--- config.mk ---
export PLATFORM = sky130hd
export DESIGN_NAME = mole_round_ctrl
export DESIGN_NICKNAME = d
export VERILOG_FILES = /design/src/rtl/mole_round_ctrl.sv
export SDC_FILE = /design/constraint.sdc
export NUM_CORES = 1
export LEC_CHECK = 0
export CORE_AREA = 2 2 102 104
export DETAILED_ROUTE_END_ITERATION = 6
export DIE_AREA = 0 0 104 106
export MAX_ROUTING_LAYER = met4
export PLACE_DENSITY = 0.51
export SLEW_MARGIN = 10
export SYNTH_ARGS = -nofsm -noshare
export SYNTH_HDL_FRONTEND = slang
export SYNTH_SLANG_ARGS = --single-unit
--- constraint.sdc ---
create_clock -name clk -period 6.15 [get_ports clk]
set_clock_uncertainty 0.2 [all_clocks]
set_input_delay 0.615 -clock clk [delete_from_list [all_inputs] [get_ports clk]]
set_output_delay 0.615 -clock clk [all_outputs]
set_load 0.02 [all_outputs]
--- src/rtl/mole_round_ctrl.sv ---
// Whac-a-mole round sequencer: chooses a hole, keeps the mole up for a fixed time,
// and scores button presses as hits or misses.
module mole_round_ctrl #(
    parameter int         UP_CYCLES  = 25_000_000,
    parameter int         GAP_CYCLES = 12_500_000,
    parameter int         MAX_MISSES = 3,
    parameter int         SCORE_BITS = 8,
    parameter logic [7:0] LFSR_SEED  = 8'hA5
) (
    input  logic                  clk,
    input  logic                  reset,
    input  logic                  start,
    input  logic [3:0]            btn,
    output logic [1:0]            mole_sel,
    output logic                  mole_valid,
    output logic [SCORE_BITS-1:0] score,
    output logic [3:0]            misses,
    output logic                  hit_pulse,
    output logic                  miss_pulse,
    output logic                  game_over
);

    localparam int CNT_MAX = (UP_CYCLES > GAP_CYCLES) ? UP_CYCLES : GAP_CYCLES;
    localparam int CW      = $clog2(CNT_MAX);

    localparam logic [CW-1:0]         UP_LOAD    = CW'(UP_CYCLES - 1);
    localparam logic [CW-1:0]         GAP_LOAD   = CW'(GAP_CYCLES - 1);
    localparam logic [SCORE_BITS-1:0] SCORE_MAX  = '1;
    localparam logic [3:0]            MISS_LIMIT = 4'(MAX_MISSES);

    typedef enum logic [2:0] {
        S_IDLE,
        S_GAP,
        S_UP,
        S_HIT,
        S_MISS,
        S_OVER
    } state_t;

    state_t        state;
    logic [CW-1:0] cnt;
    logic [7:0]    lfsr;
    logic [3:0]    btn_q;

    logic [3:0] press;
    logic [3:0] target;
    logic       lfsr_fb;
    logic [1:0] pick;
    logic [1:0] next_sel;

    always_comb begin
        press    = btn & ~btn_q;
        target   = 4'b0001 << mole_sel;
        lfsr_fb  = lfsr[7] ^ lfsr[5] ^ lfsr[4] ^ lfsr[3];
        pick     = lfsr[1:0];
        // Never show the same hole twice in a row; the 2-bit add wraps 3 -> 0.
        next_sel = (pick == mole_sel) ? pick + 2'd1 : pick;
    end

    always_ff @(posedge clk) begin
        if (reset) begin
            state      <= S_IDLE;
            cnt        <= '0;
            lfsr       <= LFSR_SEED;
            btn_q      <= '0;
            mole_sel   <= '0;
            mole_valid <= 1'b0;
            score      <= '0;
            misses     <= '0;
            hit_pulse  <= 1'b0;
            miss_pulse <= 1'b0;
            game_over  <= 1'b0;
        end else begin
            lfsr       <= {lfsr[6:0], lfsr_fb};
            btn_q      <= btn;
            hit_pulse  <= 1'b0;
            miss_pulse <= 1'b0;

            case (state)
                S_IDLE: begin
                    if (start) begin
                        state  <= S_GAP;
                        cnt    <= GAP_LOAD;
                        score  <= '0;
                        misses <= '0;
                    end
                end

                S_GAP: begin
                    if (cnt == '0) begin
                        state      <= S_UP;
                        cnt        <= UP_LOAD;
                        mole_sel   <= next_sel;
                        mole_valid <= 1'b1;
                    end else begin
                        cnt <= cnt - 1'b1;
                    end
                end

                S_UP: begin
                    // A clean press of the lit hole wins even on the final cycle.
                    if (press == target) begin
                        state      <= S_HIT;
                        mole_valid <= 1'b0;
                        hit_pulse  <= 1'b1;
                        if (score != SCORE_MAX) begin
                            score <= score + SCORE_BITS'(1);
                        end
                    end else if (press != 4'b0000 || cnt == '0) begin
                        state      <= S_MISS;
                        mole_valid <= 1'b0;
                        miss_pulse <= 1'b1;
                        misses     <= misses + 4'd1;
                    end else begin
                        cnt <= cnt - 1'b1;
                    end
                end

                S_HIT: begin
                    state <= S_GAP;
                    cnt   <= GAP_LOAD;
                end

                S_MISS: begin
                    if (misses == MISS_LIMIT) begin
                        state     <= S_OVER;
                        game_over <= 1'b1;
                    end else begin
                        state <= S_GAP;
                        cnt   <= GAP_LOAD;
                    end
                end

                S_OVER: begin
                    if (start) begin
                        state     <= S_GAP;
                        cnt       <= GAP_LOAD;
                        score     <= '0;
                        misses    <= '0;
                        game_over <= 1'b0;
                    end
                end

                default: begin
                    state <= S_IDLE;
                end
            endcase
        end
    end

endmodule

==> summary.md <==
| Metric | Value |
|---|---|
| CTS H-Tree Depth | `3` |
| Clock transition at path regs | `0.07 ns` |
| Worst-Skew Late Latency | `0.34 ns` |
| Die Footprint | `11,000 um2` |
| Clock Root Buffer | `clkbuf_8` |
| Crit start category | `input port` |
| WP data arrival | `3.43 ns` |
| Cells after synthesis | `352` |
| Async SR Flop Fraction | `0%` |
| IO buf count | `24` |
| Critical Path Sink Type | `register` |
| Commonest non-fill, non-tap cells in the layout | `dfxtp_1, a21oi_1, nor2_1, nand2_1, clkdlybuf4s50_1` |
| M2 GR Usage | `22.7%` |
| Vias per std cell | `5.11` |
| Slowest cell on crit path | `nor2_1` |
| Site Rows | `37` |
| Min cycle time layout | `3.37 ns` |
| Die height | `106 um` |
| Max-Cap Viols | `0` |
| Post-cts sizing count | `0` |
| Clock sink count | `58` |
| Num CTS Buffers | `9` |
| Vias after detailed routing | `2,610` |
| EDFF count, synth | `0` |
| Yosys top cell area share | `39.5%` |
| Buf/Inv on CP | `1` |
| Grt met3 use | `3.49%` |
| Core Box Area | `10000 um2` |
| Routed len/inst | `14.3 um` |
| CP Class | `input port to register` |
| Synth warnings | `0` |
| Slew Limit Fails | `0` |
| Worst-Margin Slew | `1.22 ns` |
| Crit Path Max Fanout | `16` |
| Synth Flop Type | `dfxtp_1` |
| Leading cell type in the layout, fill and taps excluded | `dfxtp_1` |
| Pin count of the biggest net entering global routing | `54` |
| CTS hold repair buffers | `0` |
| IO Pins | `25` |
| HP Class | `register to register` |
| Antenna viol nets, final | `0` |
| Met1 usage | `17.9%` |
| CTS tree | `yes` |
| Post-DP HPWL | `4950 um` |
| Status | `completed` |
| Largest stage delay, worst path | `0.95 ns` |
| Finish-stage setup viols | `0` |
| Setup TNS Final | `0 ns` |
| R2R setup slack | `2.98 ns` |
| Worst path cell trace | `clkdlybuf4s50_1, nor2b_1, o41ai_1, o21ai_2, nor2_1, o21ai_0, a211oi_2` |
| Pwr Total | `1.52 mW` |
| Synth area leader | `dfxtp_1` |
| Leak | `1.19 nW` |
| Max frequency | `0.296 GHz` |
| # placed instances | `496` |
| Diode count | `0` |
| Yosys reg bits | `58` |
| Unrepaired setup endpoints after global routing | `no` |
| Required @ worst endpoint | `6.20 ns` |
| First-pass GRT wire length | `12,600 um` |
| Synthesized cell area | `2940 um2` |
| Number of global-route vias before repair | `2,590` |
| Area growth, synth to finish | `18.2%` |
| PwrDens | `438 nW/um2` |
| Post-route DRC violation count | `0` |
| Share of cells above drive strength 1 | `8.80%` |
| Grt ovf | `0` |
| DRT Pass-1 Iters | `4` |
| DRT Wirelength | `7290 um` |
| Tot GR Track Use | `14.4%` |
| Final period util | `54.9%` |
| Largest delay share family, worst path | `compound AO/OA/AOI/OAI gates` |
| Initial antenna violation count | `0` |
| Post-synthesis cell type count | `58` |
| Nets@finish | `381` |
| Synth top area cells | `dfxtp_1, a21oi_1, nor2_1` |
| Chip Width | `104 um` |
| GP Congestion | `0.811` |
| Clk buf depth | `2` |
| Setup Buffers After CTS | `0` |
| Seq/Total Area, Yosys | `39.5%` |
| Max_slew headroom | `18.6%` |
| Net count after synthesis | `362` |
| Worst IR Drop VDD | `0.195 mV` |
| Post-Layout Cell Count | `511` |
| Initial DRC count | `120` |
| GRT busiest layer | `met2` |
| Fill cells | `1,066` |
| Hold WS | `0.212 ns` |
| Syn avg cell area | `8.34 um2` |
| Starting Density | `29.4%` |
| Final hold violations | `0` |
## flip-flops by register name, indices dropped and copies added, names as in the netlist, 2 cells and up
name / flops
mole_sel: 2
lfsr: 8
misses: 4
btn_q: 4
state: 3
cnt: 25
score: 8
## path summary, 6_finish.rpt
path,startpoint,to,cells past startpoint
worst max register to register,cnt[0],mole_sel[1],8
worst min register to register,lfsr[6],lfsr[7],1
worst max-delay path,btn[0],cnt[5],7
worst min-delay path,lfsr[6],lfsr[7],1
## final cells by class
cell class / instances / area (um2) / area share [%]
Clock buffer: 13 / 169 / 4.87
Clock inverter: 2 / 35.0 / 1.01
Inverter: 7 / 26.3 / 0.757
Multi-Input combinational cell: 269 / 1660 / 47.8
Sequential cell: 58 / 1160 / 33.5
Tap cell: 136 / 170 / 4.90
Timing Repair Buffer: 26 / 250 / 7.21
## per-stage QoR
step	worst slack, ns	utilization [%]	area, um2
after CTS	2.81	34.7	3470
final	2.78	34.7	3470
after global routing	2.59	34.7	3470
after global placement	2.50	32.7	3270
after floorplan	3.60	-	2940
after detailed placement	2.46	32.7	3270
## report_power, final
part / switching, mW / internal [mW]
Clock: 0.150 / 0.218
Combinational: 0.381 / 0.221
Sequential: 0.0961 / 0.455
## cell usage after synthesis (2+ instances only)
cell type and n:
clkbuf_1 12, nor4b_1 3, buf_2 3, nor4_1 5
dfxtp_1 58, o211ai_1 2, a211oi_1 8, nor3_1 15
o21ai_1 3, o21ai_0 15, nor2_1 30, o22ai_1 2
a21o_1 2, xor2_1 6, and2_1 2, a21oi_1 35
mux2i_1 3, a31oi_1 3, xnor2_1 4, nand4_1 2
or3_1 13, nor3b_1 2, a211o_1 2, nand3_1 10
or2_2 5, nor2b_1 15, o32ai_1 3, or4_1 5
o31ai_1 2, nor2_2 2, nand2_1 23, o311a_1 2
a311oi_1 9, nand2b_1 10, o41ai_1 3, inv_1 7
ha_1 3, a22oi_1 3
## logic make-up after synthesis
kind of cell / count (synthesis) / share of synthesized area (%)
compound gates: 104 / 23.9
xor+xnor: 10 / 2.98
simple gates: 149 / 27.4
flops: 58 / 39.5
fa+ha+maj: 3 / 1.28
mux: 3 / 1.02
buf+inv: 25 / 3.96
## layer usage
metal  part of all wire [%]  vias up
met3                    3.7        9
met4                    1.7        0
li1                       -     1338
met2                     45       47
met1                     50     1216
met5                      0        -
## worst reg2reg max path: stages (launching register included)
cell and delay, ns:
dfxtp_1 0.32, inv_1 0.09, ha_1 0.22, nor4b_1 0.42, nand4_1 0.41, nor4_1 0.68, nand2_1 0.25, or3_1 0.39
a21oi_1 0.14
No activity file was read; power rests on OpenSTA's default activity.
